**src/rtl/fetch_unit_pkg.sv**
```systemverilog
// Shared types and constants for the instruction-fetch stage.
package fetch_unit_pkg;

   localparam int unsigned INSTR_W = 32;
   localparam int unsigned ADDR_W  = 32;

   localparam logic [ADDR_W-1:0]  RESET_PC_DEF = 32'h0000_0000;
   localparam logic [INSTR_W-1:0] EBREAK_OP    = 32'h0010_0073;

   typedef enum logic [1:0] {
      ST_BOOT  = 2'd0,
      ST_RUN   = 2'd1,
      ST_FAULT = 2'd2,
      ST_HALT  = 2'd3
   } fetch_state_e;

   function automatic logic is_word_aligned(input logic [ADDR_W-1:0] addr);
      return addr[1:0] == 2'b00;
   endfunction

endpackage

```
**src/rtl/fetch_unit_if.sv**
```systemverilog
// Memory read port plus decode handshake of the fetch stage.
interface fetch_unit_if #(
   parameter int unsigned WIDTH = 32,
   parameter int unsigned DEPTH = 10
);
   logic             re_o;
   logic [DEPTH-1:0] addread_o;
   logic [WIDTH-1:0] datoread_i;
   logic             redirect_i;
   logic [31:0]      target_i;
   logic [WIDTH-1:0] instr_o;
   logic [31:0]      pc_o;
   logic             valid_o;
   logic             ready_i;
   logic             misalign_o;
   logic             halted_o;

   modport master (
      output re_o, addread_o, instr_o, pc_o, valid_o, misalign_o, halted_o,
      input  datoread_i, redirect_i, target_i, ready_i
   );

   modport slave (
      input  re_o, addread_o, instr_o, pc_o, valid_o, misalign_o, halted_o,
      output datoread_i, redirect_i, target_i, ready_i
   );
endinterface

```
**src/rtl/fetch_unit_pc_reg.sv**
```systemverilog
// Program counter with increment/redirect select and target alignment check.
module fetch_unit_pc_reg
   import fetch_unit_pkg::*;
#(
   parameter int unsigned       DEPTH    = 10,
   parameter logic [ADDR_W-1:0] RESET_PC = RESET_PC_DEF
) (
   input  logic              clk_i,
   input  logic              rst_ni,
   input  logic              advance_i,
   input  logic              load_i,
   input  logic [ADDR_W-1:0] target_i,
   output logic [ADDR_W-1:0] pc_o,
   output logic [DEPTH-1:0]  addr_o,
   output logic              misalign_c_o
);

   logic [ADDR_W-1:0] pc_q, pc_d;

   assign misalign_c_o = !is_word_aligned(target_i);

   // A misaligned redirect leaves the PC untouched; the stage faults instead.
   always_comb begin
      pc_d = pc_q;
      if (load_i && !misalign_c_o) begin
         pc_d = target_i;
      end else if (advance_i) begin
         pc_d = pc_q + ADDR_W'(4);
      end
   end

   always_ff @(posedge clk_i or negedge rst_ni) begin
      if (!rst_ni) begin
         pc_q <= RESET_PC;
      end else begin
         pc_q <= pc_d;
      end
   end

   assign pc_o   = pc_q;
   assign addr_o = pc_q[DEPTH+1:2];

endmodule

```
**src/rtl/fetch_unit.sv**
```systemverilog
// Instruction-fetch stage: PC, memory read port, output register toward decode.
// Define FETCH_HALT_EN to stop fetching after delivering an EBREAK word.
module fetch_unit
   import fetch_unit_pkg::*;
#(
   parameter int unsigned       WIDTH    = INSTR_W,
   parameter int unsigned       DEPTH    = 10,
   parameter logic [ADDR_W-1:0] RESET_PC = RESET_PC_DEF
) (
   input  logic          clk_i,
   input  logic          rst_ni,
   fetch_unit_if.master  bus
);

   fetch_state_e      state_q;
   logic [WIDTH-1:0]  instr_q;
   logic [ADDR_W-1:0] pc_out_q;
   logic              valid_q;
   logic              misalign_q;

   logic [ADDR_W-1:0] pc;
   logic              fetch;
   logic              run_redirect;
   logic              bad_target;
   logic              halt_hit;
   logic              advance;

   assign run_redirect = (state_q == ST_RUN) && bus.redirect_i;
   assign fetch        = (state_q == ST_RUN) && !bus.redirect_i && (!valid_q || bus.ready_i);

`ifdef FETCH_HALT_EN
   logic halted_q;
   assign halt_hit     = bus.datoread_i == WIDTH'(EBREAK_OP);
   assign bus.halted_o = halted_q;
`else
   assign halt_hit     = 1'b0;
   assign bus.halted_o = 1'b0;
`endif

   // An EBREAK capture freezes the PC on the word it came from.
   assign advance = fetch && !halt_hit;

   fetch_unit_pc_reg #(
      .DEPTH    (DEPTH),
      .RESET_PC (RESET_PC)
   ) u_pc_reg (
      .clk_i        (clk_i),
      .rst_ni       (rst_ni),
      .advance_i    (advance),
      .load_i       (run_redirect),
      .target_i     (bus.target_i),
      .pc_o         (pc),
      .addr_o       (bus.addread_o),
      .misalign_c_o (bad_target)
   );

   always_ff @(posedge clk_i or negedge rst_ni) begin
      if (!rst_ni) begin
         state_q    <= ST_BOOT;
         instr_q    <= '0;
         pc_out_q   <= '0;
         valid_q    <= 1'b0;
         misalign_q <= 1'b0;
`ifdef FETCH_HALT_EN
         halted_q   <= 1'b0;
`endif
      end else begin
         unique case (state_q)
            ST_BOOT: begin
               state_q <= ST_RUN;
               if (valid_q && bus.ready_i) valid_q <= 1'b0;
            end
            ST_RUN: begin
               if (run_redirect) begin
                  valid_q <= 1'b0;
                  if (bad_target) begin
                     state_q    <= ST_FAULT;
                     misalign_q <= 1'b1;
                  end
               end else if (fetch) begin
                  instr_q  <= bus.datoread_i;
                  pc_out_q <= pc;
                  valid_q  <= 1'b1;
`ifdef FETCH_HALT_EN
                  if (halt_hit) begin
                     state_q  <= ST_HALT;
                     halted_q <= 1'b1;
                  end
`endif
               end
            end
            default: begin
               if (valid_q && bus.ready_i) valid_q <= 1'b0;
            end
         endcase
      end
   end

   assign bus.re_o       = fetch;
   assign bus.instr_o    = instr_q;
   assign bus.pc_o       = pc_out_q;
   assign bus.valid_o    = valid_q;
   assign bus.misalign_o = misalign_q;

endmodule

```
**src/flat_wrapper.sv**
```systemverilog
// flat-port wrapper written by rule: the top's interface ports become plain ports
module fetch_unit_flat import fetch_unit_pkg::*;
#(
   parameter int unsigned       WIDTH    = INSTR_W,
   parameter int unsigned       DEPTH    = 10,
   parameter logic [ADDR_W-1:0] RESET_PC = RESET_PC_DEF
)
  (clk_i, rst_ni, bus_re_o, bus_addread_o, bus_instr_o, bus_pc_o, bus_valid_o, bus_misalign_o, bus_halted_o, bus_datoread_i, bus_redirect_i, bus_target_i, bus_ready_i);
  fetch_unit_if #(.WIDTH(WIDTH), .DEPTH(DEPTH)) bus_i ();
  input  logic clk_i;
  input  logic rst_ni;
  output wire logic [$bits(bus_i.re_o)-1:0] bus_re_o;
  output wire logic [$bits(bus_i.addread_o)-1:0] bus_addread_o;
  output wire logic [$bits(bus_i.instr_o)-1:0] bus_instr_o;
  output wire logic [$bits(bus_i.pc_o)-1:0] bus_pc_o;
  output wire logic [$bits(bus_i.valid_o)-1:0] bus_valid_o;
  output wire logic [$bits(bus_i.misalign_o)-1:0] bus_misalign_o;
  output wire logic [$bits(bus_i.halted_o)-1:0] bus_halted_o;
  input wire logic [$bits(bus_i.datoread_i)-1:0] bus_datoread_i;
  input wire logic [$bits(bus_i.redirect_i)-1:0] bus_redirect_i;
  input wire logic [$bits(bus_i.target_i)-1:0] bus_target_i;
  input wire logic [$bits(bus_i.ready_i)-1:0] bus_ready_i;
  assign bus_re_o = bus_i.re_o;
  assign bus_addread_o = bus_i.addread_o;
  assign bus_instr_o = bus_i.instr_o;
  assign bus_pc_o = bus_i.pc_o;
  assign bus_valid_o = bus_i.valid_o;
  assign bus_misalign_o = bus_i.misalign_o;
  assign bus_halted_o = bus_i.halted_o;
  assign bus_i.datoread_i = bus_datoread_i;
  assign bus_i.redirect_i = bus_redirect_i;
  assign bus_i.target_i = bus_target_i;
  assign bus_i.ready_i = bus_ready_i;
  fetch_unit #(.WIDTH(WIDTH), .DEPTH(DEPTH), .RESET_PC(RESET_PC)) u_core (.clk_i(clk_i), .rst_ni(rst_ni), .bus(bus_i));
endmodule
```
**config.mk**
```make
export PLATFORM = sky130hd
export DESIGN_NAME = fetch_unit_flat
export DESIGN_NICKNAME = d
export VERILOG_FILES = /design/src/rtl/fetch_unit_pkg.sv /design/src/rtl/fetch_unit_if.sv /design/src/rtl/fetch_unit_pc_reg.sv /design/src/rtl/fetch_unit.sv /design/src/flat_wrapper.sv
export SDC_FILE = /design/constraint.sdc
export NUM_CORES = 1
export LEC_CHECK = 0
export ABC_CLOCK_PERIOD_IN_PS = 2700
export CORE_AREA = 10 10 110 122
export DETAILED_ROUTE_END_ITERATION = 7
export DIE_AREA = 0 0 120 132
export PLACE_DENSITY = 0.83
export RECOVER_POWER = 50
export SYNTH_ARGS = -nofsm -noshare
export SYNTH_HDL_FRONTEND = slang
export SYNTH_SLANG_ARGS = --single-unit
```
**constraint.sdc**
```tcl
create_clock -name clk_i -period 2.7 [get_ports clk_i]
set_clock_uncertainty 0.05 [all_clocks]
set_input_delay 0.81 -clock clk_i [delete_from_list [all_inputs] [get_ports clk_i]]
set_output_delay 0.81 -clock clk_i [all_outputs]
set_load 0.005 [all_outputs]
```
==> results_dict.tcl <==
set metrics [dict create \
    detail_route.iter0.violations 305 \
    die_area_sq_mm 0.0158 \
    finalHoldViolations 0 \
    hold_end "u_core.bus.pc_o[26]" \
    crit_arrival_ps 1750 \
    fin_crit_sh_pct 96.8 \
    worstMarginPinSlew_ps 994 \
    first_global_vias 4357 \
    cts_stage_hold_buffer_count 0 \
    post-route-drc-count 0 \
    vias_per_inst 5.23 \
    wl_per_cell_um 17.1 \
    hp-start "u_core.bus.pc_o[26]" \
    detail_route.wirelength_mm 13.8 \
    worst_hold_path_type "reg -> reg" \
    reg2reg_depth 11 \
    synth-seq-area-share_pct 56.1 \
    synth.avg_cell_area_sq_um 8.82 \
    synthCells 506 \
    clock_sink_count 100 \
    timing.rr.start "u_core.state_q[0]" \
    cts_made_buffers 9 \
    grt_pass1_wl_mm 22.4 \
    finish_stage_setup_viols 0 \
    standard_cell_area_after_detailed_placement_sq_mm 0.00609 \
    slew-limit-headroom_pct 33.7 \
    root_buffer_selected_by_cts "clkbuf_16" \
    n_antenna_cell 0 \
    asyncSetResetFlopFracSynth_pct 100 \
    antenna_left 0 \
    rsz0062_at_grt "no" \
    postSynthRegisterBits 100 \
    cts-htree-levels 3 \
    detail_route.first_pass.iterations 4 \
    initial_antenna_violation_count 0 \
    postSynth.topFlopCell "dfrtp_1" \
    final_nets 722 \
    synth_nets 575 \
    share_of_final_layout_standard_cells_stronger_than_drive_strength_1_pct 8.23 \
    cts_tree "yes" \
    post-dp-hpwl_mm 9.92 \
    vdd.ir_drop.worst_v 0.000332 \
    synth_largest_type_area_fraction_pct 56.1 \
    slew_viol_final 0 \
    route.vias.total 4203 \
    criticalPathCategory "in -> out" \
    buffer_ports.inserted 144 \
    grt_max_degree 79 \
    synth_cell_types 42 \
    die_y_um 132 \
    critPathLaunchType "input port" \
    hold-worst-slack_ps 416 \
    layout.filler_cells 941 \
    clock_tree.buffer_depth 2 \
    max_clock_freq_mhz 383 \
    maxCapViolations 0 \
    area_delta_synth_final_pct 43.7 \
    synthMostInstantiatedCell "nand2_1" \
    io_pins 146 \
    number_of_enable_flip_flop_cells_after_synthesis 0 \
    critPathCaptureType "output pin" \
    die_x_um 120 \
    gr-total-overflow 0 \
    synth_area_leaders "dfrtp_1 (56%), nand2_1 (19%), o21ai_0 (2.4%), xor2_1 (2.2%), nand4_1 (2.1%)" \
    num_rows 40 \
    powerDensity_mw_per_mm2 636 \
    synth_area_sq_mm 0.00446 \
    floorplan.core_area_sq_mm 0.0109 \
    min_period_ps 2610 \
    path_clk_slew_ps 60 \
    timing.critical_path.required_ps 1840 \
    r2r_endpoint "u_core.u_pc_reg.pc_o[6]" \
    clk-insertion-delay-late_ps 340 \
    ys_warn_count 0 \
    total_leakage_power_nw 3.06 \
    synth_common_cells "nand2_1 (224), dfrtp_1 (100), clkbuf_1 (23)" \
    gp_congestion 0.828 \
    finalInstanceArea_sq_mm 0.00641 \
    cells_on_worst_hold_path 2 \
    synth_area_leader_cell "dfrtp_1" \
    grt.total_usage_pct 17.2 \
    ff2ff_setup_slack_ps 370 \
    floorplan.initialDensity_pct 41.1 \
    worstPathMaxFanout 2 \
    status "finished clean" \
]
==> worst max path at each step <==
stage | from | endpoint | depth (start not counted)
global route | bus_ready_i | u_core.u_pc_reg.pc_o[6] | 9
detailed placement | bus_redirect_i | bus_re_o | 5
finish | bus_ready_i | bus_re_o | 5
floorplan | bus_redirect_i | bus_re_o | 5
CTS | bus_ready_i | bus_re_o | 5
global placement | bus_redirect_i | bus_re_o | 5
==> cells by family (layout without fill, tap and decap cells) <==
| kind of cell | count (synthesis) | after routing | synth area share [%] |
|---|---|---|---|
| simple gates | 302 | 302 | 29.6 |
| buf+inv | 38 | 188 | 4.12 |
| compound gates | 52 | 52 | 7.46 |
| flops | 100 | 100 | 56.1 |
| xor+xnor | 12 | 12 | 2.35 |
| other cells | 1 | 1 | 0.0840 |
| fa+ha+maj | 1 | 1 | 0.280 |
==> power breakdown <==
group          switching [mW]  internal, mW  total, mW  leakage, nW
logic                   0.324         0.528      0.852         1.59
registers               0.201          1.75       1.95         1.33
clock network           0.538         0.733       1.27        0.140
==> flip-flops by register name (all words and copies together) (netlist names) <==
name                   cells
u_core.bus.instr_o        32
u_core.bus.pc_o           32
u_core.u_pc_reg.pc_o      32
u_core.state_q             2
u_core.bus.misalign_o      1
u_core.bus.valid_o         1
==> layout by cell type, fill, tap and decap left out, drive strengths merged, types with 5 or more instances in the layout <==
cell           instances
nand3                 15
nor2                  11
nor3                   6
o21ai                 21
buf                   23
and2                   5
nand4                 15
dfrtp                100
dlygate4sd3           33
clkdlybuf4s50        108
a21oi                  9
clkbuf                15
nor4                   5
nand2                224
xor2                  11
==> cell type report <==
cell class              instances  area [sq um]  area share [%]
multi-input cells             368          1800            28.1
clock buffers                  10           239            3.73
inverters                       4          15.0           0.234
flip-flops and latches        100          2500            39.0
clock inverters                 4          51.3           0.800
well taps                     147           184            2.87
repair buffers                170          1620            25.3
==> metrics by stage <==
step	util (%)	power [mW]	instances	setup TNS, ps	setup WS (ps)
floorplan	-	2.23	506	0	74.2
finish	59.1	4.08	803	0	86.6
global placement	56.1	2.84	783	-3890	-418
detailed placement	56.1	2.89	783	-5170	-456
global route	59.1	4.30	803	0	30.9
CTS	59.3	4.16	803	0	26.2
==> metal layers <==
| layer | routed length, um | up-vias | GRT usage (%) |
|---|---|---|---|
| li1 | - | 1963 | - |
| met1 | 5760 | 2042 | 20.2 |
| met2 | 6730 | 178 | 28.8 |
| met3 | 1040 | 20 | 5.27 |
| met4 | 230 | 0 | 6.04 |
| met5 | 0 | - | 0 |
==> critical path: stages <==
cell	delay (ps)
clkdlybuf4s50_1	510
nand2b_4	160
nand2_2	60
inv_2	90
clkbuf_2	120
==> timing repair <==
item / 4_1_cts / 5_1_grt
endpoints found under the setup margin: 3 / 2
buffers inserted: 6 / 0
resized for setup: 6 / 4
pin swaps: 2 / 0
Note: power is estimated with default switching activity, not from simulation.
